`src/rtl/sixteen_bit_barrel_shifter.sv`:
```
// rtl/sixteen_bit_barrel_shifter.sv - 16-bit bidirectional barrel rotator with registered output
//
// Purpose:
//   Rotates a 16-bit word left or right by 0..15 positions. Bits that leave
//   one end re-enter at the other. The result is registered, so it appears
//   exactly one clock after the inputs are sampled.
//
// Ports:
//   clk          in   1   system clock, rising edge
//   rst          in   1   synchronous active-high reset, clears the result
//   num          in  16   operand word
//   amt          in   4   rotate distance, unsigned 0..15
//   lr           in   1   direction: 0 = rotate left, 1 = rotate right
//   shifted_num  out 16   registered rotated result

module sixteen_bit_barrel_shifter (
  input  logic        clk,
  input  logic        rst,
  input  logic [15:0] num,
  input  logic [3:0]  amt,
  input  logic        lr,
  output logic [15:0] shifted_num
);

  // Log-shifter stages: stage k rotates by 2^k when amt[k] is set.
  // Each stage selects between pass-through, rotate-left and rotate-right,
  // so every output bit is always driven from a real operand bit.
  logic [15:0] w_stage1;
  logic [15:0] w_stage2;
  logic [15:0] w_stage4;
  logic [15:0] w_stage8;
  logic [15:0] r_shifted;

  always_comb begin
    w_stage1 = num;
    if (amt[0]) begin
      if (lr) w_stage1 = {num[0], num[15:1]};
      else    w_stage1 = {num[14:0], num[15]};
    end
  end

  always_comb begin
    w_stage2 = w_stage1;
    if (amt[1]) begin
      if (lr) w_stage2 = {w_stage1[1:0], w_stage1[15:2]};
      else    w_stage2 = {w_stage1[13:0], w_stage1[15:14]};
    end
  end

  always_comb begin
    w_stage4 = w_stage2;
    if (amt[2]) begin
      if (lr) w_stage4 = {w_stage2[3:0], w_stage2[15:4]};
      else    w_stage4 = {w_stage2[11:0], w_stage2[15:12]};
    end
  end

  // A rotate by 8 is its own inverse on 16 bits, so both directions
  // produce the same word; the explicit mux is kept for symmetry.
  always_comb begin
    w_stage8 = w_stage4;
    if (amt[3]) begin
      if (lr) w_stage8 = {w_stage4[7:0], w_stage4[15:8]};
      else    w_stage8 = {w_stage4[7:0], w_stage4[15:8]};
    end
  end

  // Reset wins over data: a rotate sampled in the same edge is dropped.
  always_ff @(posedge clk) begin
    if (rst) r_shifted <= 16'h0000;
    else     r_shifted <= w_stage8;
  end

  assign shifted_num = r_shifted;

endmodule

```
`config.mk`:
```
export PLATFORM = sky130hd
export DESIGN_NAME = sixteen_bit_barrel_shifter
export DESIGN_NICKNAME = d
export VERILOG_FILES = /design/src/rtl/sixteen_bit_barrel_shifter.sv
export SDC_FILE = /design/constraint.sdc
export NUM_CORES = 1
export LEC_CHECK = 0
export ABC_AREA = 1
export CAP_MARGIN = 20
export CORE_MARGIN = 4
export CORE_UTILIZATION = 39
export DETAILED_ROUTE_END_ITERATION = 8
export MAX_ROUTING_LAYER = met4
export PLACE_DENSITY_LB_ADDON = 0.1
export SYNTH_ARGS = -nofsm -noshare
export SYNTH_HDL_FRONTEND = slang
export SYNTH_SLANG_ARGS = --single-unit
```
`constraint.sdc`:
```
create_clock -name clk -period 3.3 [get_ports clk]
set_clock_uncertainty 0.2 [all_clocks]
set_input_delay 0.495 -clock clk [delete_from_list [all_inputs] [get_ports clk]]
set_output_delay 0.495 -clock clk [all_outputs]
set_load 0.05 [all_outputs]
```
* Yosys cells after proc, flatten, opt, wreduce, memory -nomap -nowiden
Cells that the tools add are included.
Widths: inputs -> output; s select.
** Word-level totals
- Flip-flop bits (word level) :: 16
- Output and inout port bits :: 16
- Logic and storage cells :: 8
- Input bits :: 23
** Cells by class
- Mux-type cells :: 7
** Operator list (number)
- $mux 16 :: 7

* Logic depth before layout (Yosys ltp)
Gate-level depths: netlist (run 1).
- Word-level depth :: 7
- Depth in mapped cells :: 12
- Gate-level depth less buffers :: 11

* Worst setup path before layout (run 1)
No wires, ideal clock.
- Path type :: input-to-reg
- Start point :: input amt[0]
- End point :: register r_shifted[10] (netlist: shifted_num[10])
- Data arrival time :: 1373 ps
- Path slack :: 1615 ps
- Library setup time :: 113 ps
- Buffers on the path :: 1
- Stages on the path :: 10
- Data required time :: 2987 ps
- Path through :: buf_6 -> or2_4 -> nand3_1 -> nand3_2 -> nand3_1 -> nand2_1 -> nand2_1 -> nand2_1 -> nor2_1 -> nor2_1
** Between the ends
- Word-level cells in the longest chain between the ends :: 6
** Ends and longest elaborated chain
- start, declared :: RTL line 20 : input logic [3:0] amt,
- $mux 16 * :: RTL line 36 : if (amt[0]) begin
- $mux 16 :: RTL line 45 : if (lr) w_stage2 = {w_stage1[1:0], w_stage1[15:2]};
- $mux 16 * :: RTL line 44 : if (amt[1]) begin
- $mux 16 :: RTL line 53 : if (lr) w_stage4 = {w_stage2[3:0], w_stage2[15:4]};
- $mux 16 * :: RTL line 52 : if (amt[2]) begin
- $mux 16 * :: RTL line 62 : if (amt[3]) begin
- end signal, assigned :: RTL line 71 : else r_shifted <= w_stage8;
- end, declared :: RTL line 32 : logic [15:0] r_shifted;
Every way passes the cells marked *; elsewhere a longest branch is shown, timed or not.
A chain may end at the register's enable or synchronous reset.

* Final worst setup path (run 1)
- Start point :: input lr
- End point :: register r_shifted[12] (netlist: shifted_num[12])
** Between the ends
- Word-level cells in the longest chain between the ends :: 7
** Ends and longest elaborated chain
- start, declared :: RTL line 21 : input logic lr,
- $mux 16 :: RTL line 37 : if (lr) w_stage1 = {num[0], num[15:1]};
- $mux 16 :: RTL line 36
- $mux 16 :: RTL line 45
- $mux 16 :: RTL line 44
- $mux 16 :: RTL line 53
- $mux 16 * :: RTL line 52
- $mux 16 * :: RTL line 62
Marked as above.

==> summary.md, run 1 <==
| Metric | Value |
|---|---|
| Drt wl/cell | `12.40 µm` |
| Worst VDD drop | `0.2737 mV` |
| Starting Density | `40.59%` |
| Distinct cells, synth | `16` |
| Hold Crit Depth | `4` |
| Fin crit share | `74.19%` |
| Arrival @ worst endpoint | `2420 ps` |
| Total routed wirelength | `5469 µm` |
| Outcome | `finished, final reports clean` |
| Avg Cell Area, Syn | `6.033 µm²` |
| Max-Cap Viols | `0` |
| Worst Tran Pin Value | `857.6 ps` |
| H-tree depth | `1` |
| Longest Clk Path Bufs | `2` |
| Row count | `26` |
| Worst Setup Slack, final | `851.7 ps` |
| Vias | `2261` |
| Power per Cell Area | `304.3 nW/µm²` |
| Final min period | `2448 ps` |
| I/O Pins | `39` |
| Die area | `6621 µm²` |
| Hold_buf cts | `0` |
| Final hold vios | `0` |
| Crit start category | `input port` |
| Setup bufs post-CTS | `0` |
| Max reg flops | `16` |
| GRT busiest layer | `met2` |
| Antenna diodes | `0` |
| Post-DRT Antenna Nets | `0` |
| Area delta synth->final | `17.52%` |
| All-Layer GR Usage | `18.76%` |
| RSZ-0062 raised after global routing | `false` |
| Seq cells post-synth | `16` |
| Required @ worst endpoint | `3270 ps` |
| Pre-antenna DRT Iters | `4` |
| Post-Synthesis Cells | `348` |
| YS warnings | `0` |
| Grt met1 use | `22.97%` |
| Post-synthesis sequential area ratio | `15.26%` |
| Die Wd | `81.37 µm` |
| Setup TNS | `0 ps` |
| Met2 global-route usage | `33.55%` |
| HPWL Detailed | `4320 µm` |
| Share of cells above drive strength 1 | `17.79%` |
| Clock slew at reported path FFs | `60 ps` |
| Post-Syn Nets | `371` |
| Vias per inst | `5.127` |
| CTS resizes | `0` |
| Initial DRC Count | `158` |
| Pins Over Slew Limit | `0` |
| IO Port Bufs | `38` |
| LEAKAGE | `1.205 nW` |
| Slew HR | `42.76%` |
| Number of global-route vias before repair | `2194` |
| M3 GR Usage | `3.215%` |
| Setup crit end kind | `flip-flop` |
| Total CTS buffers | `3` |
| Worst hold path type | `in -> reg` |
| Pre-CTS WS | `622.3 ps` |
| Post-Syn Area | `2100 µm²` |
| Drc violations | `0` |
| Clk root buf | `clkbuf_8` |
| First-pass GRT wire length | `9777 µm` |
| Critical setup path kind | `in -> reg` |
| Largest net degree at the start of global routing | `49` |
| Crit-path max FO | `25` |
| GRT Residual Overflow | `0` |
| Nets@finish | `396` |
| Core ar. | `5172 µm²` |
| Die Y | `81.37 µm` |
| Final setup viols | `0` |
| # clock sinks | `16` |
| CTS tree | `built` |
| Initial antenna violation count | `0` |
| Fmax | `408.5 MHz` |
| GP Congestion | `0.8310` |
## worst max-delay path, cell delays in order
cell             delay [ps]
clkdlybuf4s50_1         430
inv_2                   390
buf_4                   380
nand3_1                 150
nand3_2                 100
nand3_1                  70
nand2_1                  80
nand2_1                  60
nand2_1                  60
nor2_1                   40
nor2_1                  150
## cell families after synthesis
group	synth area share [%]
AND/OR/NAND/NOR	75.33
buffers and inverters	9.416
flip-flops	15.26
## per-stage QoR
stage	instances	hold WS, ps	util, %	cell area, µm²	power, mW
finish	441	916.5	47.70	2467	0.7508
floorplan	348	506.4	-	2100	0.5210
global route	441	990.7	47.70	2467	0.8196
global placement	438	1183	46.90	2426	0.6191
CTS	441	928.2	47.70	2467	0.7591
detailed placement	438	1184	46.90	2426	0.6202
## final timing paths
kind	start	to	slack (ps)
setup / recovery	lr	shifted_num[12]	850
hold / removal	rst	shifted_num[13]	920
## synth_stat cells
| cell | n | area share, % |
|---|---|---|
| buf_6 | 9 | 4.8 |
| buf_1 | 1 | 0.18 |
| or2_1 | 12 | 3.6 |
| inv_1 | 3 | 0.54 |
| or2_2 | 2 | 0.60 |
| buf_4 | 4 | 1.4 |
| nand3_1 | 86 | 21 |
| nand2_1 | 118 | 21 |
| dfxtp_1 | 16 | 15 |
| inv_2 | 2 | 0.36 |
| clkbuf_1 | 1 | 0.18 |
| or2_4 | 2 | 0.83 |
| nand2_2 | 10 | 3.0 |
| buf_2 | 8 | 1.9 |
| nor2_1 | 32 | 5.7 |
| nand3_2 | 42 | 20 |
## power breakdown
part | total (mW) | internal (mW) | switching (mW) | leakage (nW)
combinational | 0.397 | 0.142 | 0.255 | 1.05
sequential | 0.217 | 0.212 | 0.00445 | 0.134
clock | 0.137 | 0.0806 | 0.0563 | 0.0216
## placed cells by master (no fill, tap or decap)
cell             instances
clkdlybuf4s50_1         38
nand2_2                 10
inv_2                    2
nand3_2                 42
nand2_1                118
or2_2                    2
nand3_1                 86
or2_4                    2
buf_4                    5
nor2_1                  32
clkbuf_8                 3
dfxtp_1                 16
or2_1                   12
inv_1                    3
## layout make-up
type	instances	area [µm²]
inverters	5	18.77
clock buffers	3	41.29
fillers	545	2705
multi-input cells	304	1582
well taps	70	87.58
repair buffers	43	417.9
flip-flops and latches	16	320.3
## routing by layer
layer / wire (µm) / part of all wire (%)
met2: 2810 / 51
met5: 0 / 0
met3: 150 / 2.7
met4: 0 / 0
met1: 2507 / 46
Power figures use the tool's default switching activity.
==> run 2: changes to the inputs <==
- clock period: 3.3 -> 2.4 ns (I/O delays scaled with it)
==> run 2 against run 1 <==
Compared with the run above: design area rose by 2.1%; worst setup slack worse by 540 ps; non-clock buffer count rose by 2; sequential power rose by 37%; sequential share of layout area shrank 0.27 points; utilization up 1.0 points; via count down 0.57%; die area stayed put; power rose by 39%; clock-buffer cell count unchanged; critical path depth stayed put; routed wire length is 0.13% lower; largest cell class unchanged; largest power group unchanged.
==> summary.md, run 2 (synthesized netlist as in run 1, its figures left out) <==
| Metric | Value |
|---|---|
| Starting Density | `40.59%` |
| Longest Clk Path Bufs | `2` |
| CP Cell Sequence | `clkdlybuf4s50_1 -> inv_2 -> buf_12 -> nand3_1 -> nand3_2 -> nand3_1 -> nand2_1 -> nand2_1 -> nand3_1 -> nand2_1 -> nor2_1` |
| CP peak stage delay | `470 ps` |
| Final hold vios | `0` |
| Die Wd | `81.37 µm` |
| Share of cells above drive strength 1 | `18.23%` |
| Setup crit end kind | `flip-flop` |
| Required @ worst endpoint | `2380 ps` |
| Total CTS buffers | `3` |
| Number of global-route vias before repair | `2106` |
| Post-DRT Antenna Nets | `0` |
| Final min period | `2093 ps` |
| Worst VDD drop | `0.4006 mV` |
| Slowest CP cell | `clkdlybuf4s50_1` |
| Fill cells | `546` |
| Worst Tran Pin Value | `501.0 ps` |
| Max-Cap Viols | `0` |
| Fin crit share | `87.19%` |
| Vias | `2248` |
| Utilization after layout | `48.72%` |
| Internal Pwr Total | `607.6 µW` |
| I/O Pins | `39` |
| First-pass GRT wire length | `9252 µm` |
| Drt wl/cell | `12.33 µm` |
| Clock slew at reported path FFs | `60 ps` |
| Die Y | `81.37 µm` |
| H-tree depth | `1` |
| Initial DRC Count | `163` |
| Hold endpoint | `shifted_num[2]` |
| Arrival @ worst endpoint | `2070 ps` |
| Post-route insts no fill | `443` |
| Antenna diodes | `0` |
| Combinational share of power | `53.3%` |
| Slew HR | `66.49%` |
| Die area | `6621 µm²` |
| CTS tree | `built` |
| RSZ-0062 raised after global routing | `false` |
| Pre-antenna DRT Iters | `4` |
| Sw Share | `41.83%` |
| Vias per inst | `5.074` |
| Core ar. | `5172 µm²` |
| Crit-path max FO | `29` |
| GRT Residual Overflow | `0` |
| HPWL Detailed | `4325 µm` |
| # clock sinks | `16` |
| Drc violations | `0` |
| Critical setup path kind | `in -> reg` |
| CTS resizes | `0` |
| All-Layer GR Usage | `17.73%` |
| Hold Crit Depth | `4` |
| Fmax | `477.9 MHz` |
| Total routed wirelength | `5462 µm` |
| Most frequent cells in the layout | `nand2_1, nand3_1, nand3_2` |
| Outcome | `finished, final reports clean` |
| GP Congestion | `0.8239` |
| Power per Cell Area | `414.5 nW/µm²` |
| Pins Over Slew Limit | `0` |
| IO Port Bufs | `38` |
| Largest net degree at the start of global routing | `49` |
| Max reg flops | `16` |
| Setup bufs post-CTS | `0` |
| Hold_buf cts | `0` |
| Min-delay src | `rst` |
| Final setup viols | `0` |
| Cells after DPL | `440` |
| LEAKAGE | `1.229 nW` |
| Initial antenna violation count | `0` |
| Sequential share of power | `28.5%` |
| Clk root buf | `clkbuf_8` |
| Setup TNS | `0 ps` |
| Switching pwr | `437.0 µW` |
| Commonest non-fill, non-tap cell in the layout | `nand2_1` |
| Worst hold path type | `in -> reg` |
| Area delta synth->final | `20.02%` |
| Nets@finish | `398` |
| Row count | `26` |
| Clk pwr share | `18.2%` |
| Crit start category | `input port` |
## run 2: cell count changes in the layout (fill, tap and decap cells not counted), sizes merged
cell  delta
buf      +2
## run 2: cell type report
cell class	count	area, µm²	share of cell area [%]
Clock buffer	3	41.29	1.639
Timing Repair Buffer	45	470.5	18.67
Multi-Input combinational cell	304	1582	62.76
Tap cell	70	87.58	3.476
Sequential cell	16	320.3	12.71
Inverter	5	18.77	0.7448
## run 2: routing by layer
metal  GRT usage (%)  share of wire [%]  routed length (µm)
met1           22.22                 48                2624
met2           31.11                 49                2694
met3           3.215                2.4                 129
met4          0.6757               0.26                  14
met5               -                  0                   0
## run 2: critical path, delay by kind of cell
family        cells  cell delay, ps
buf+inv           3            1060
simple gates      8             650
## run 2: per-stage QoR
step / total power, mW / worst slack, ps / area [µm²] / hold WS, ps
2_1_floorplan: 0.7164 / 849.7 / 2100 / 371.4
3_3_place_gp: 0.8605 / 85.54 / 2479 / 1035
3_5_place_dp: 0.8630 / 48.26 / 2479 / 1041
4_1_cts: 1.059 / 303.4 / 2520 / 775.6
5_1_grt: 1.134 / 132.8 / 2520 / 821.2
6_report: 1.045 / 307.5 / 2520 / 773.2
## run 2: worst max path at each step
stage / endpoint / start / slack [ps]
after floorplan: shifted_num[10] / amt[0] / 850
after detailed placement: shifted_num[4] / lr / 50
after global placement: shifted_num[12] / lr / 90
after CTS: shifted_num[4] / lr / 300
final: shifted_num[4] / lr / 310
after global routing: shifted_num[4] / lr / 130
## run 2: power by group through the flow
stage | clock [mW] | combinational, mW | sequential (mW)
CTS | 0.201 | 0.560 | 0.298
finish | 0.190 | 0.557 | 0.298
global placement | 0 | 0.556 | 0.304
global route | 0.217 | 0.617 | 0.300
floorplan | 0 | 0.320 | 0.396
detailed placement | 0 | 0.559 | 0.304
==> run 3: changes to the inputs <==
- CELL_PAD_IN_SITES_DETAIL_PLACEMENT: not set -> 1
- CELL_PAD_IN_SITES_GLOBAL_PLACEMENT: not set -> 2
- CORE_UTILIZATION: 39 -> 28
==> run 3 against run 2 <==
Compared with the run above: critical path depth grew 1; fmax grew 1.7%; global-route usage shrank 0.55 points; power grew 2.4%; design area grew 2.3%; non-clock buffer count grew 3; die area grew 35%; clock power grew 3%; routed wire length grew 25%; sequential power is essentially flat; clock-buffer cell count is the same; largest cell class unchanged; largest power group unchanged.
==> summary.md, run 3 (synthesized netlist as in run 1, its figures left out) <==
| Metric | Value |
|---|---|
| Post-DRT Antenna Nets | `0` |
| Clock slew at reported path FFs | `60 ps` |
| Final Power | `1.070 mW` |
| Crit-path max FO | `24` |
| Area delta synth->final | `22.82%` |
| RSZ-0062 raised after global routing | `false` |
| Dpl cell area | `2537 µm²` |
| Die area | `8947 µm²` |
| Final min period | `2058 ps` |
| Worst hold path type | `in -> reg` |
| Clk root buf | `clkbuf_8` |
| Arrival @ worst endpoint | `2040 ps` |
| Slew HR | `65.14%` |
| Starting Density | `28.95%` |
| Cells after DPL | `472` |
| Worst VDD drop | `0.2138 mV` |
| Critical setup path kind | `in -> reg` |
| Setup crit end kind | `flip-flop` |
| Reg area | `320.3 µm²` |
| GP Congestion | `0.8446` |
| Commonest non-fill, non-tap cell in the layout | `nand2_1` |
| Setup TNS | `0 ps` |
| Total routed wirelength | `6827 µm` |
| HPWL Detailed | `5527 µm` |
| Setup bufs post-CTS | `0` |
| Row count | `31` |
| Total CTS buffers | `3` |
| CTS resizes | `0` |
| Worst Tran Pin Value | `522.3 ps` |
| LEAKAGE | `1.243 nW` |
| Number of global-route vias before repair | `2465` |
| Vias | `2356` |
| Drt wl/cell | `14.37 µm` |
| Largest net degree at the start of global routing | `35` |
| Post-route insts no fill | `475` |
| CTS tree | `built` |
| Crit start category | `input port` |
| Max reg flops | `16` |
| Die Wd | `94.59 µm` |
| Fmax | `485.9 MHz` |
| Drc violations | `0` |
| Nets@finish | `401` |
| Antenna diodes | `0` |
| GRT Residual Overflow | `0` |
| Initial DRC Count | `103` |
| Share of cells above drive strength 1 | `18.88%` |
| Fill cells | `995` |
| Power per Cell Area | `414.9 nW/µm²` |
| First-pass GRT wire length | `12120 µm` |
| # clock sinks | `16` |
| Outcome | `finished, final reports clean` |
| Final std cell area, no fill | `2579 µm²` |
| Hold_buf cts | `0` |
| Multi-input gate area | `1582 µm²` |
| Pins Over Slew Limit | `0` |
| Vias per inst | `4.960` |
| Utilization after layout | `35.55%` |
| Final setup viols | `0` |
| I/O Pins | `39` |
| Core ar. | `7253 µm²` |
| Pre-CTS WS | `61.06 ps` |
| Die Y | `94.59 µm` |
| Fin crit share | `85.75%` |
| Worst hold slack | `820.5 ps` |
| All-Layer GR Usage | `17.18%` |
| Initial antenna violation count | `0` |
| Most frequent cells in the layout | `nand2_1, nand3_1, nand3_2` |
| Longest Clk Path Bufs | `2` |
| Final hold vios | `0` |
| IO Port Bufs | `38` |
| Worst Setup Slack, final | `342.0 ps` |
| H-tree depth | `1` |
| Required @ worst endpoint | `2390 ps` |
| Pre-antenna DRT Iters | `4` |
| Max-Cap Viols | `0` |
[run 3: cell type report]
cell class / count / share of cell area, %
clock buffers: 3 / 1.601
inverters: 5 / 0.7278
multi-input cells: 304 / 61.33
flip-flops and latches: 16 / 12.42
well taps: 99 / 4.804
repair buffers: 48 / 19.12
[run 3: layer usage]
| metal | share of wire, % | up-vias | global-route usage (%) |
|---|---|---|---|
| li1 | - | 1203 | - |
| met1 | 47 | 1134 | 21.58 |
| met2 | 51 | 15 | 30.56 |
| met3 | 1.5 | 4 | 2.231 |
| met4 | 0.37 | 0 | 1.442 |
| met5 | 0 | - | - |
[run 3: path summary, 6_finish.rpt]
kind / start / endpoint / cells past startpoint
worst min-delay path: rst / shifted_num[11] / 4
worst max-delay path: lr / shifted_num[7] / 12
[run 3: critical path: stages]
cell,delay [ps]
clkdlybuf4s50_1,510
buf_4,320
nand2_1,120
nand3_2,110
nand2_1,50
nand2_1,100
nand3_1,90
nand2_1,80
nand2_1,60
nand3_1,80
nand2_1,50
nor2_1,100
[run 3: power breakdown]
part	leakage, nW	switching [mW]	internal [mW]
Combinational	1.09	0.368	0.208
Clock	0.0216	0.0836	0.111
Sequential	0.134	0.00678	0.292
Total	1.24	0.459	0.611
==> RTL change 1, RTL diff (settings of run 1) <==
Add an input register stage for `num`, without a reset; this delays it by one clock. The other inputs are not delayed to match.
--- a/src/rtl/sixteen_bit_barrel_shifter.sv
+++ b/src/rtl/sixteen_bit_barrel_shifter.sv
@@ -24,2 +24,8 @@
 
+  logic [15:0] num_q;
+
+  always_ff @(posedge clk) begin
+    num_q <= num;
+  end
+
   // Log-shifter stages: stage k rotates by 2^k when amt[k] is set.
@@ -34,6 +40,6 @@
   always_comb begin
-    w_stage1 = num;
+    w_stage1 = num_q;
     if (amt[0]) begin
-      if (lr) w_stage1 = {num[0], num[15:1]};
-      else    w_stage1 = {num[14:0], num[15]};
+      if (lr) w_stage1 = {num_q[0], num_q[15:1]};
+      else    w_stage1 = {num_q[14:0], num_q[15]};
     end
Formal check against the unedited RTL: not equivalent (a bounded check fails within 4 cycles, from zero or initial values and one cycle with rst high).
==> RTL change 1 against run 1 <==
- setup slack better by 0.086 ns
- largest power group is now sequential cells
- synthesized area up 6.9%
- sequential cell count is 16 higher
- via count up 6.0%
- hold slack got worse by 0.47 ns
- sequential power increased by 98%
- clock power rose to 2.7 times the old value
- wire length grew 3.3%
- power rose by 56%
- design area up 9.8%
==> RTL change 1: results (changes against run 1) <==
- The endpoint identified for the worst register-to-register timing path is shifted_num[1]$_SDFF_PP0_.
- The number of cells on the worst hold path came to 1 (-3).
- The number of nets in the finished design came to 416 (+5.1%).
- The clock reaches the later pin of the worst-skew pair after around 0.29 ns.
- The sequential share of power is 36.6% (+7.7 points).
- The adder and majority cell fraction of the synthesized area is 0% (unchanged).
- The layout cell share with drive strength beyond 1 is 8.88% (-8.9 points).
- The buffer cell driving the clock tree root is clkbuf_8.
- The H-tree depth was 2 (+1).
- The synthesized net count is 389 (+4.9%).
- The share of synthesized flip-flops with an asynchronous set or reset is 0% (unchanged).
- The peak ir drop on the vdd network is 0.190 mV (-31%).
- The violation count after the first detailed-routing iteration was 197 (+25%).
- The share of synthesized area spent on multiplexers was 0% (unchanged).
- The combinational power was 0.370 mW (-6.8%).
- The total via count in the routed design is 2,397 (+6.0%).
- The number of clock buffers inserted by TritonCTS is 5 (+2).
- The overall global routing resource usage is 17.3% (-1.4 points).
- The data arrival at the endpoint of the critical path is 2.39 ns (-0.03 ns).
- The count of warnings emitted by yosys is 0 (unchanged).
- The critical path in this run is classified as input port to register.
- The maximum number of pins on one net before global-route repair was 49 (unchanged).
- The fraction of met2 tracks used by global routing was 30.2% (-3.3 points).
- The sequential element share of the synthesized area is 28.6% (+13 points).
- The unique cell type count in the Yosys netlist was 16 (unchanged).
- By count the netlist is led by nand2_1 (129), nand3_1 (112), dfxtp_1 (32), nor2_1 (30), nand3_2 (15).
- The switching share of power is 34.1% (-8.0 points).
- The antenna diode count is 0 (unchanged).
- The via count of the first global-routing pass is 2,272 (+3.6%).
- The met1 usage is 20.4% (-2.5 points).
- In the post-synthesis netlist, the biggest area contributors are dfxtp_1 (29%), nand3_1 (25%), nand2_1 (22%).
- The synthesized-area fraction occupied by ao, oa, aoi and oai cells is 0.781% (+0.78 points).
- The count of buffers added by post-CTS timing repair for setup is 0 (unchanged).
- The maximum number of buffers from clock root to sink was 2 (unchanged).
- The total leakage power was 1.32 nW (+9.2%).
- The startpoint of the worst register-to-register path is num_q[0]$_DFF_P_.
- Measured in cells, the most critical reg-to-reg path has a length of 10.
- The power per standard cell area is 433 nW/um2 (+42%).
- The met3 demand-to-capacity share in global routing is 2.86% (-0.35 points).
- The number of detailed-route iterations in the first pass is 4 (unchanged).
- The placed wire-length estimate after detailed placement was 4.30 mm (-0.45%).
- The initial antenna violation count was 0 (unchanged).
- The first-pass GRT wire length is 9.98 mm (+2.1%).
- The run finished with clean final reports.
- The placer's final routability congestion estimate is 0.905 (+8.9%).
- The maximum fanout along the worst path is 39 (+56%).
- The post-detailed-routing wire length came to 5.65 mm (+3.3%).
- The slew of the pin with the lowest slew margin came to 0.807 ns (-0.0511 ns).
- The clock-pin transition on the worst setup and hold timing paths is about 0.07 ns.
- The count of port buffers added during placement is 38 (unchanged).
- In this run the most critical hold path is launched from num[11].
- The critical path starts at lr.
- The top flip-flop cell by instance count after synthesis is dfxtp_1.
- The XOR/XNOR share of the synthesized area is 0% (unchanged).
- The number of resized instances in the post-cts repair step is 0 (unchanged).
- The worst hold path endpoint is num_q[11]$_DFF_P_.
## RTL change 1: cell count changes after synthesis, sizes merged
cell	run 1	this run
dfxtp	16	32
nor2	32	30
buf	22	20
a21oi	0	2
nand2	128	129
clkbuf	1	3
inv	5	6
nand3	128	127
o211ai	0	1
## RTL change 1: routing by layer
layer  vias to the layer above  wire length, um  part of all wire [%]
met5                         -                0                     0
met4                         0               87                   1.5
met3                         9              259                   4.6
met2                        54             2780                    49
met1                      1075             2520                    45
li1                       1259                -                     -
## RTL change 1: metrics by stage
step | utilization [%] | hold slack [ns] | cell area, um2 | setup WS [ns] | std cells
6_report | 48.9 | 0.445 | 2710 | 0.938 | 466
5_1_grt | 48.9 | 0.440 | 2710 | 0.677 | 466
4_1_cts | 48.9 | 0.437 | 2710 | 0.937 | 466
3_5_place_dp | 46.9 | 0.717 | 2600 | 0.637 | 458
3_3_place_gp | 46.9 | 0.709 | 2600 | 0.653 | 458
2_1_floorplan | - | 0.323 | 2240 | 1.61 | 366
## RTL change 1: worst max-delay path, stage by stage
cell and delay, ns:
clkdlybuf4s50_1 0.43, inv_2 0.48, nand2_1 0.10, nand3_1 0.16, nand3_1 0.10, nand3_2 0.12
nand3_1 0.09, nand2_1 0.10, nand2_1 0.06, nand3_1 0.08, nand2_1 0.07, nor2_1 0.09
## RTL change 1: final cells by class
class	instances	area, um2
Clock buffer	5	68.8
Clock inverter	3	42.5
Fill cell	615	2830
Inverter	6	22.5
Multi-Input combinational cell	305	1430
Sequential cell	32	641
Tap cell	72	90.1
Timing Repair Buffer	43	418
## RTL change 1: cells by family (layout without fill, tap and decap cells)
family,after synthesis,count (layout)
AOI/OAI and AO/OA,3,3
buffers and inverters,29,57
and+or+nand+nor,302,302
DFF,32,32
==> RTL change 2, RTL diff (settings of run 1) <==
Without the edit above. Make the reset (`rst`) asynchronous in one clocked block. Comments in the files are not updated.
--- a/src/rtl/sixteen_bit_barrel_shifter.sv
+++ b/src/rtl/sixteen_bit_barrel_shifter.sv
@@ -68,3 +68,3 @@
   // Reset wins over data: a rotate sampled in the same edge is dropped.
-  always_ff @(posedge clk) begin
+  always_ff @(posedge clk or posedge rst) begin
     if (rst) r_shifted <= 16'h0000;
Formal check against the unedited RTL: differs if rst is asserted again (counterexample within 4 cycles, from zero or initial values and one cycle with rst high); with rst held inactive, the same outputs for 10 cycles.
==> RTL change 2 against run 1 <==
- wire length down 3.9%
- sequential cell count unchanged
- power up 3.6%
- setup slack worse by 0.090 ns
- non-clock buffer count down 1
- design area down 6.1%
- synthesized area down 8.2%
- largest power group unchanged
- critical path depth down 2
==> RTL change 2: results (changes against run 1) <==
- The share of synthesized flip-flops with an asynchronous set or reset was 100% (+100 points).
- The number of clock buffers inserted by TritonCTS came to 3 (unchanged).
- The relative max-transition margin was 29.4% (-13 points).
- The maximum fanout along the worst path is 27 (+8.0%).
- The violation count after the first detailed-routing iteration is 182 (+15%).
- The sequential element share of the synthesized area is 20.8% (+5.5 points).
- The number of nets in the finished design is 346 (-13%).
- The detailed-route wire length per cell came to 13.6 um (+9.3%).
- The first-pass GRT wire length is 9.00 mm (-7.9%).
- The mean instance size in the synthesized netlist is 6.47 um2 (+7.2%).
- By area the synthesized netlist is led by nand3_1 (31%), dfrtp_1 (21%), nand2_1 (16%).
- The top flip-flop cell by instance count after synthesis is dfrtp_1.
- The placed instance count is 385 (-12%).
- The type of the most critical hold path is input port to async pin.
- Among all cell types in the netlist, the one instantiated most often is nand3_1.
- After synthesis, the most frequently instantiated cells are nand3_1 (119), nand2_1 (80), nand3_2 (25), a21o_1 (16), dfrtp_1 (16).
- The total power came to 0.778 mW (+3.6%).
- The total leakage power was 1.09 nW (-9.5%).
- The switching share of power is 42.4% (+0.30 points).
- The synthesized net count was 321 (-13%).
- The data arrival at the endpoint of the critical path is 2.47 ns (+0.05 ns).
- The via count of the first global-routing pass came to 1,950 (-11%).
- The peak ir drop on the vdd network was 0.295 mV (+7.7%).
- The run finished with clean final reports.
- The placer's final routability congestion estimate is 0.875 (+5.3%).
- The number of non-filler instances in the completed layout is 388 (-12%).
- Grouping stages by cell kind, the critical path spends the most delay in buffers and inverters.
- The layout cell share with drive strength beyond 1 was 10.9% (-6.9 points).
- The overall global routing resource usage is 18.4% (-0.31 points).
- The detail-routed via count per cell is 5.38 (+5.0%).
- The delay of the slowest critical-path stage is 0.98 ns (+0.55 ns).
- In this run the clock root is driven by a clkbuf_8.
-- RTL change 2: changes by cell type in the layout (fill, tap and decap cells not counted), moves of 10 or more --
cell / before / now
nand3_1: 86 / 119
dfrtp_1: 0 / 16
nor2_1: 32 / 0
nand2_2: 10 / 0
a21o_1: 0 / 16
dfxtp_1: 16 / 0
nand2_1: 118 / 80
nand3_2: 42 / 25
-- RTL change 2: path summary, 6_finish.rpt --
kind	start	depth (start not counted)	slack, ns	endpoint
hold / removal	rst	2	0.41	shifted_num[13]$_DFF_PP0_
setup / recovery	amt[0]	9	0.76	shifted_num[10]$_DFF_PP0_
max in group asynchronous	rst	2	2.11	shifted_num[14]$_DFF_PP0_
min in group clk	amt[3]	4	0.82	shifted_num[8]$_DFF_PP0_
-- RTL change 2: cells by family after synthesis --
group / count (synthesis) / synth area share, %
flops: 16 / 20.8
simple gates: 240 / 64.7
buf+inv: 26 / 8.31
compound gates: 16 / 6.23
-- RTL change 2: per-layer routing --
| metal | routed length [um] | GRT usage, % | share of wire (%) |
|---|---|---|---|
| met1 | 2380 | 23.8 | 45 |
| met4 | 34 | 2.27 | 0.65 |
| met5 | 0 | - | 0 |
| met2 | 2670 | 31.2 | 51 |
| met3 | 168 | 3.33 | 3.2 |
-- RTL change 2: per-stage QoR --
stage / utilization [%] / cell area [um2] / setup slack [ns]
floorplan: - / 1930 / 1.62
global placement: 47.9 / 2280 / 0.549
CTS: 48.7 / 2320 / 0.776
finish: 48.7 / 2320 / 0.761
global route: 48.7 / 2320 / 0.513
detailed placement: 47.9 / 2280 / 0.520
-- RTL change 2: area by class of cell --
class / count / area [um2]
sequential: 16 / 400
tap: 67 / 83.8
multi-input combinational: 256 / 1370
fill: 514 / 2440
timing repair buffer: 42 / 410
clock buffer: 3 / 41.3
inverter: 4 / 15.0
